## src/rtl/program_loader_pkg.sv

```systemverilog
// Shared types and constants for the boot-time program loader.
package loader_pkg;

    // Loader FSM states
    typedef enum logic [2:0] {
        S_IDLE,
        S_LEN_HI,
        S_LEN_LO,
        S_DATA,
        S_CHK,
        S_RUN,
        S_FAIL
    } state_t;

    // Default instruction-memory word-address width and the depth it implies
    localparam int DEF_ADDR_W = 8;
    localparam int MAX_WORDS  = 1 << DEF_ADDR_W;

    // Byte position within a big-endian word (0 = MSB, 3 = LSB)
    localparam logic [1:0] BYTE_IDX_FIRST = 2'd0;
    localparam logic [1:0] BYTE_IDX_LAST  = 2'd3;

    // Largest legal word count for a given address width
    function automatic logic [16:0] max_words(input int addr_w);
        return 17'd1 << addr_w;
    endfunction

endpackage

```

## src/rtl/program_loader_if.sv

```systemverilog
// Byte-stream input and instruction-memory write port of the loader.
interface program_loader_if #(
    parameter int ADDR_W = 8
);
    logic [7:0]        RX_DATA;
    logic              RX_VALID;
    logic              RX_READY;
    logic              IM_WE;
    logic [ADDR_W-1:0] IM_ADDR;
    logic [31:0]       IM_WDATA;

    // Environment side: sources bytes, observes memory writes
    modport master (
        output RX_DATA, RX_VALID,
        input  RX_READY, IM_WE, IM_ADDR, IM_WDATA
    );

    // Loader side: sinks bytes, drives memory writes
    modport slave (
        input  RX_DATA, RX_VALID,
        output RX_READY, IM_WE, IM_ADDR, IM_WDATA
    );
endinterface

```

## src/rtl/program_loader_word_packer.sv

```systemverilog
// Assembles four MSB-first bytes into a 32-bit word; flags the 4th byte.
module word_packer
    import loader_pkg::*;
(
    input  logic        i_clk,
    input  logic        i_rst_n,
    input  logic        i_clr,
    input  logic        i_byte_vld,
    input  logic [7:0]  i_byte,
    output logic [31:0] o_word,
    output logic        o_word_vld
);

    logic [1:0]  r_cnt;
    logic [23:0] r_shift;

    // Shift accepted bytes in and track the position within the current word
    always_ff @(posedge i_clk or negedge i_rst_n) begin
        if (!i_rst_n) begin
            r_cnt   <= BYTE_IDX_FIRST;
            r_shift <= '0;
        end else if (i_clr) begin
            r_cnt   <= BYTE_IDX_FIRST;
            r_shift <= '0;
        end else if (i_byte_vld) begin
            r_cnt   <= r_cnt + 2'd1;
            r_shift <= {r_shift[15:0], i_byte};
        end
    end

    // The word completes combinationally with its last byte
    assign o_word     = {r_shift, i_byte};
    assign o_word_vld = i_byte_vld && (r_cnt == BYTE_IDX_LAST);

endmodule

```

## src/rtl/program_loader.sv

```systemverilog
// Boot loader: receives a framed byte stream, writes words to instruction
// memory from address 0 and holds the CPU in reset until a good checksum.
module program_loader
    import loader_pkg::*;
#(
    parameter int ADDR_W = DEF_ADDR_W
) (
    input  logic             CLK,
    input  logic             RSTN,
    input  logic             START,
    program_loader_if.slave  bus,
    output logic             CPU_RST,
    output logic             BUSY,
    output logic             DONE,
    output logic             ERR
);

    localparam logic [16:0] MAX_N = max_words(ADDR_W);

    state_t            r_state;
    state_t            w_next;
    logic              w_rx_ready;
    logic              w_accept;
    logic              w_start_ok;
    logic [15:0]       w_len;
    logic              w_len_bad;
    logic              w_last_word;
    logic [31:0]       w_word;
    logic              w_word_vld;
    logic              w_cpu_rst_nxt;
    logic              w_busy_nxt;
    logic              w_done_nxt;
    logic              w_err_nxt;

    logic [7:0]        r_len_hi;
    logic [15:0]       r_len;
    logic [7:0]        r_xor;
    logic [16:0]       r_wcnt;
    logic [ADDR_W-1:0] r_addr;
    logic              r_im_we;
    logic [ADDR_W-1:0] r_im_addr;
    logic [31:0]       r_im_wdata;
    logic              r_cpu_rst;
    logic              r_busy;
    logic              r_done;
    logic              r_err;

    assign w_accept    = bus.RX_VALID && w_rx_ready;
    assign w_start_ok  = START && (r_state == S_IDLE || r_state == S_RUN || r_state == S_FAIL);
    assign w_len       = {r_len_hi, bus.RX_DATA};
    assign w_len_bad   = (w_len == 16'd0) || ({1'b0, w_len} > MAX_N);
    assign w_last_word = w_word_vld && ((r_wcnt + 17'd1) == {1'b0, r_len});

    word_packer u_packer (
        .i_clk      (CLK),
        .i_rst_n    (RSTN),
        .i_clr      (w_start_ok),
        .i_byte_vld (w_accept && (r_state == S_DATA)),
        .i_byte     (bus.RX_DATA),
        .o_word     (w_word),
        .o_word_vld (w_word_vld)
    );

    // FSM state register
    always_ff @(posedge CLK or negedge RSTN) begin
        if (!RSTN) r_state <= S_IDLE;
        else       r_state <= w_next;
    end

    // FSM next-state decode
    always_comb begin
        w_next = r_state;
        case (r_state)
            S_IDLE:   if (START)       w_next = S_LEN_HI;
            S_LEN_HI: if (w_accept)    w_next = S_LEN_LO;
            S_LEN_LO: if (w_accept)    w_next = w_len_bad ? S_FAIL : S_DATA;
            S_DATA:   if (w_last_word) w_next = S_CHK;
            S_CHK:    if (w_accept)    w_next = (bus.RX_DATA == r_xor) ? S_RUN : S_FAIL;
            S_RUN,
            S_FAIL:   if (START)       w_next = S_LEN_HI;
            default:                   w_next = S_IDLE;
        endcase
    end

    // FSM outputs: ready decoded from current state, status from next state
    always_comb begin
        w_rx_ready    = (r_state == S_LEN_HI) || (r_state == S_LEN_LO) ||
                        (r_state == S_DATA)   || (r_state == S_CHK);
        w_busy_nxt    = (w_next == S_LEN_HI) || (w_next == S_LEN_LO) ||
                        (w_next == S_DATA)   || (w_next == S_CHK);
        w_done_nxt    = (w_next == S_RUN);
        w_err_nxt     = (w_next == S_FAIL);
        w_cpu_rst_nxt = (w_next != S_RUN);
    end

    // Registered status flags
    always_ff @(posedge CLK or negedge RSTN) begin
        if (!RSTN) begin
            r_cpu_rst <= 1'b1;
            r_busy    <= 1'b0;
            r_done    <= 1'b0;
            r_err     <= 1'b0;
        end else begin
            r_cpu_rst <= w_cpu_rst_nxt;
            r_busy    <= w_busy_nxt;
            r_done    <= w_done_nxt;
            r_err     <= w_err_nxt;
        end
    end

    // Frame bookkeeping: length, running XOR, word count and write address
    always_ff @(posedge CLK or negedge RSTN) begin
        if (!RSTN) begin
            r_len_hi <= '0;
            r_len    <= '0;
            r_xor    <= '0;
            r_wcnt   <= '0;
            r_addr   <= '0;
        end else if (w_start_ok) begin
            r_xor  <= '0;
            r_wcnt <= '0;
            r_addr <= '0;
        end else begin
            if (w_accept && r_state != S_CHK) r_xor <= r_xor ^ bus.RX_DATA;
            if (w_accept && r_state == S_LEN_HI) r_len_hi <= bus.RX_DATA;
            if (w_accept && r_state == S_LEN_LO) r_len <= w_len;
            if (w_word_vld) begin
                r_wcnt <= r_wcnt + 17'd1;
                // A full-depth image leaves the address parked on the last word
                if (r_addr != '1) r_addr <= r_addr + 1'b1;
            end
        end
    end

    // Instruction-memory write port, one strobe per completed word
    always_ff @(posedge CLK or negedge RSTN) begin
        if (!RSTN) begin
            r_im_we    <= 1'b0;
            r_im_addr  <= '0;
            r_im_wdata <= '0;
        end else begin
            r_im_we <= w_word_vld;
            if (w_word_vld) begin
                r_im_addr  <= r_addr;
                r_im_wdata <= w_word;
            end
        end
    end

    assign bus.RX_READY = w_rx_ready;
    assign bus.IM_WE    = r_im_we;
    assign bus.IM_ADDR  = r_im_addr;
    assign bus.IM_WDATA = r_im_wdata;
    assign CPU_RST      = r_cpu_rst;
    assign BUSY         = r_busy;
    assign DONE         = r_done;
    assign ERR          = r_err;

endmodule

```

## src/flat_wrapper.sv

```systemverilog
// flat-port wrapper written by rule: the top's interface ports become plain ports
module program_loader_flat import loader_pkg::*;
#(
    parameter int ADDR_W = DEF_ADDR_W
)
  (CLK, RSTN, START, CPU_RST, BUSY, DONE, ERR, bus_RX_DATA, bus_RX_VALID, bus_RX_READY, bus_IM_WE, bus_IM_ADDR, bus_IM_WDATA);
  program_loader_if #(.ADDR_W(ADDR_W)) bus_i ();
  input  logic CLK;
  input  logic RSTN;
  input  logic START;
  output logic CPU_RST;
  output logic BUSY;
  output logic DONE;
  output logic ERR;
  input wire logic [$bits(bus_i.RX_DATA)-1:0] bus_RX_DATA;
  input wire logic [$bits(bus_i.RX_VALID)-1:0] bus_RX_VALID;
  output wire logic [$bits(bus_i.RX_READY)-1:0] bus_RX_READY;
  output wire logic [$bits(bus_i.IM_WE)-1:0] bus_IM_WE;
  output wire logic [$bits(bus_i.IM_ADDR)-1:0] bus_IM_ADDR;
  output wire logic [$bits(bus_i.IM_WDATA)-1:0] bus_IM_WDATA;
  assign bus_i.RX_DATA = bus_RX_DATA;
  assign bus_i.RX_VALID = bus_RX_VALID;
  assign bus_RX_READY = bus_i.RX_READY;
  assign bus_IM_WE = bus_i.IM_WE;
  assign bus_IM_ADDR = bus_i.IM_ADDR;
  assign bus_IM_WDATA = bus_i.IM_WDATA;
  program_loader #(.ADDR_W(ADDR_W)) u_core (.CLK(CLK), .RSTN(RSTN), .START(START), .bus(bus_i), .CPU_RST(CPU_RST), .BUSY(BUSY), .DONE(DONE), .ERR(ERR));
endmodule
```

## config.mk

```make
export PLATFORM = sky130hd
export DESIGN_NAME = program_loader_flat
export DESIGN_NICKNAME = d
export VERILOG_FILES = /design/src/rtl/program_loader_pkg.sv /design/src/rtl/program_loader_if.sv /design/src/rtl/program_loader_word_packer.sv /design/src/rtl/program_loader.sv /design/src/flat_wrapper.sv
export SDC_FILE = /design/constraint.sdc
export NUM_CORES = 1
export LEC_CHECK = 0
export CORE_MARGIN = 8
export CORE_UTILIZATION = 55
export DETAILED_ROUTE_END_ITERATION = 8
export PLACE_DENSITY = 0.77
export SYNTH_ARGS = -nofsm -noshare
export SYNTH_HDL_FRONTEND = slang
export SYNTH_SLANG_ARGS = --single-unit
```

## constraint.sdc

```tcl
create_clock -name CLK -period 2.9 [get_ports CLK]
set_input_delay 0.29 -clock CLK [delete_from_list [all_inputs] [get_ports CLK]]
set_output_delay 0.29 -clock CLK [all_outputs]
set_load 0.01 [all_outputs]
```

==> impl_metrics.ini <==
[cts]
cts.clk_slew.worst_paths_ps = 60
clk_path_buf_depth = 2
cts_inserted_buffers = 17
cts.sinks = 131
htree_num_levels = 4
cts_setup_buffers = 0
clock_latency_ps = 530
cts_tree = done
root_buffer = clkbuf_8

[power_and_ir_drop]
p_comb_share_pct = 23.7
p_sw_mw = 1.955
pwr-share-clk_pct = 36.1
p_leak_nw = 3.455
p_int_mw = 4.467
power_frac_seq_pct = 40.2
ir_drop_mv = 0.6717
swShare_pct = 30.44
p_per_area_mw_per_mm2 = 849.8

[die]
dieArea_mm2 = 0.01480
coreArea_mm2 = 0.01089
row_count = 38
die_w_um = 121.6
die_h_um = 121.6
initial_core_util_pct = 56.37
io_pins = 58

[synth]
ys.flop_type = dfrtp_1
yosys.area.top_type_share_pct = 53.01
syn_inst = 645
synth_cell_types = 59
synth_edf_count = 0
yosysWarningCount = 0
async_reset_ff_share_pct = 100.0
mappedNetlistArea_mm2 = 0.006137
synthesis.nets = 660
synth_top_area_cell = dfrtp_1
synth-seq-cells = 131
synth.avg_cell_area_um2 = 9.515
netlist_top_cells_area = dfrtp_1, nand2_1, xor2_1
synth-seq-area-share_pct = 53.44

[timing]
fin_crit_ps = 2683
setup-tns-final_ps = 0
rsz0062_at_grt = no
tightest_slew_ps = 705.7
finalClockSkew_ps = 7.933
finalCritPeriodShare_pct = 92.53
drv_slew = 0
setup_viol = 0
max_slew_margin_pct = 52.78
fmax_mhz = 372.7
hold_violations = 0

[critical_path]
critPathLaunchType = flip-flop
end_kind = flip-flop
cp_data_required_time_ps = 3350
crit_slowest_cell = dfrtp_1
critPathMaxFanout = 7
path_common_cell = nand4_1
cp_num_buf_inv = 1
critPathKind = flip-flop to flip-flop
path_cells = ha_1, nand4_1, buf_4, nor4_1, o21ai_0, a31oi_1, nand4_1, and2_4, or3_1
critical-path-max-stage-delay_ps = 430
cp.arrival_ps = 3130
critical-path-top-delay-family = simple AND/OR/NAND/NOR gates

[route]
first_iter_violations = 290
wl_per_cell_um = 17.15
drc = 0
vias = 4866
wl_mm = 14.73
drt-pass1-iter-count = 7
viasPerCell = 5.665
antenna_left = 0

[min_path]
hold_class = input pin to async pin

[place]
dp_hpwl_mm = 9.714
placed_cell_area_mm2 = 0.006902
portBuffers = 57
place.gp.congestion = 0.9570

[final_layout]
fin_nets = 721
drive_above_1_share_pct = 12.24
multi_input_area_mm2 = 0.002693
fillerInstances = 822
syn_to_final_growth_pct = 23.14
diodes = 0
regArea_mm2 = 0.003279
fin_area_mm2 = 0.007557

[grt]
track_usage_pct = 21.38
grt_pass1_wl_mm = 24.91
overflow = 0
grt_pass1_vias = 5021
grt_max_degree = 132
antenna_found_initial = 0

[job]
cap_violations = 0

[status]
status = finished, final reports clean
-- cells by family after synthesis --
logic type / Yosys count / share of synthesized area (%)
AND/OR/NAND/NOR: 320 / 22.94
flip-flops: 131 / 53.44
AO/OA/AOI/OAI: 69 / 7.564
XOR/XNOR: 54 / 7.707
buffers and inverters: 41 / 2.813
multiplexers: 27 / 4.934
adder cells (fa/ha/maj): 3 / 0.6117
-- synthesized netlist by cell type, types with 2 or more instances --
cell / instances
nand2_1: 201
o21ai_0: 9
a31oi_1: 3
dfrtp_1: 130
a21oi_1: 36
nand4_1: 7
mux2_2: 25
clkbuf_1: 25
ha_1: 3
buf_1: 3
nor4_1: 7
o21a_1: 2
nor3_1: 13
nor2b_1: 6
nand2b_1: 3
nor2_1: 44
and3_1: 4
and2_1: 2
nand3_1: 14
xor2_1: 33
buf_4: 2
or3_1: 3
buf_2: 3
xnor2_1: 21
inv_1: 7
a22o_1: 2
and4_1: 2
or4_1: 4
-- state kept, by name, indices dropped and copies added, names as in the netlist, 2 cells and up --
| name | cells |
|---|---|
| u_core.u_packer.r_shift | 24 |
| u_core.u_packer.r_cnt | 2 |
| u_core.r_wcnt | 17 |
| u_core.r_xor | 8 |
| u_core.r_len | 16 |
| u_core.r_state | 3 |
| u_core.r_addr | 8 |
| u_core.r_len_hi | 8 |
| u_core.bus.IM_WDATA | 32 |
| u_core.bus.IM_ADDR | 8 |
-- area by class of cell --
cell class                 instances  area share (%)
clock buffer                      19           5.844
multi-input combinational        473           35.63
timing repair buffer              76           9.768
clock inverter                    13           2.699
inverter                           7          0.3477
tap                              140           2.318
sequential                       131           43.39
-- power by group through the flow --
stage	logic (mW)	clock network (mW)	registers [mW]
floorplan	1.08	0	2.48
global route	1.68	2.42	2.63
finish	1.52	2.32	2.58
global placement	1.45	0	2.57
detailed placement	1.51	0	2.59
CTS	1.53	2.35	2.57
-- tightest hold or removal path, cell delays in order --
cell	delay [ps]
dlygate4sd3_1	530
buf_4	120
buf_12	480
-- what timing repair did --
action | CTS | global route
resized for setup | 0 | 0
hold buffers | 1 | 0
endpoints found under the setup margin | 0 | 0
hold endpoints to repair | 130 | 0
-- layer usage --
layer	global-route usage (%)	wire length [um]	vias to the layer above
li1	-	-	2265
met1	26.10	6075	2396
met2	34.25	7324	172
met3	6.016	964	33
met4	10.79	364	0
met5	0	0	-
-- layout by cell type, fill, tap and decap left out, drive strengths merged, types with 2 or more instances in the layout --
| cell type | instances |
|---|---|
| clkbuf | 19 |
| nor2b | 6 |
| nand2 | 201 |
| o21ai | 10 |
| xor2 | 33 |
| clkdlybuf4s50 | 56 |
| ha | 3 |
| and3 | 4 |
| a21oi | 36 |
| inv | 8 |
| nor4 | 8 |
| a31oi | 3 |
| buf | 19 |
| a2111oi | 3 |
| nand3 | 15 |
| clkinv | 6 |
| o21a | 2 |
| bufinv | 5 |
| nand2b | 3 |
| a221oi | 2 |
| dfrtp | 130 |
| xnor2 | 21 |
| nand4 | 8 |
| mux2 | 26 |
| and2 | 3 |
| nor2 | 44 |
| nor3 | 14 |
| nor3b | 2 |
| a22o | 2 |
| or4 | 4 |
| or3 | 3 |
| and4 | 2 |
-- worst paths after layout --
kind,startpoint,endpoint,slack (ps),depth (start not counted)
min,RSTN,u_core.bus.IM_WDATA[21],410,3
min reg2reg,u_core.bus.IM_WDATA[25],u_core.bus.IM_WDATA[25],470,2
max in group asynchronous,RSTN,u_core.bus.IM_WDATA[1],1990,3
max,u_core.r_wcnt[0],u_core.CPU_RST,220,9
max reg2reg,u_core.r_wcnt[0],u_core.CPU_RST,220,9
min in group CLK,bus_RX_DATA[1],u_core.bus.IM_WDATA[1],470,4
-- per-stage QoR --
step	worst slack, ps	power [mW]	utilization (%)	hold slack [ps]	instances
6_report	216.5	6.422	69.41	411.2	859
5_1_grt	89.21	6.730	69.41	479.5	859
4_1_cts	261.0	6.447	69.41	430.4	859
3_5_place_dp	68.84	4.102	63.39	452.3	826
3_3_place_gp	164.1	4.019	63.39	446.6	826
2_1_floorplan	601.3	3.563	-	-5.591	645
No activity file was read; power rests on OpenSTA's default activity.
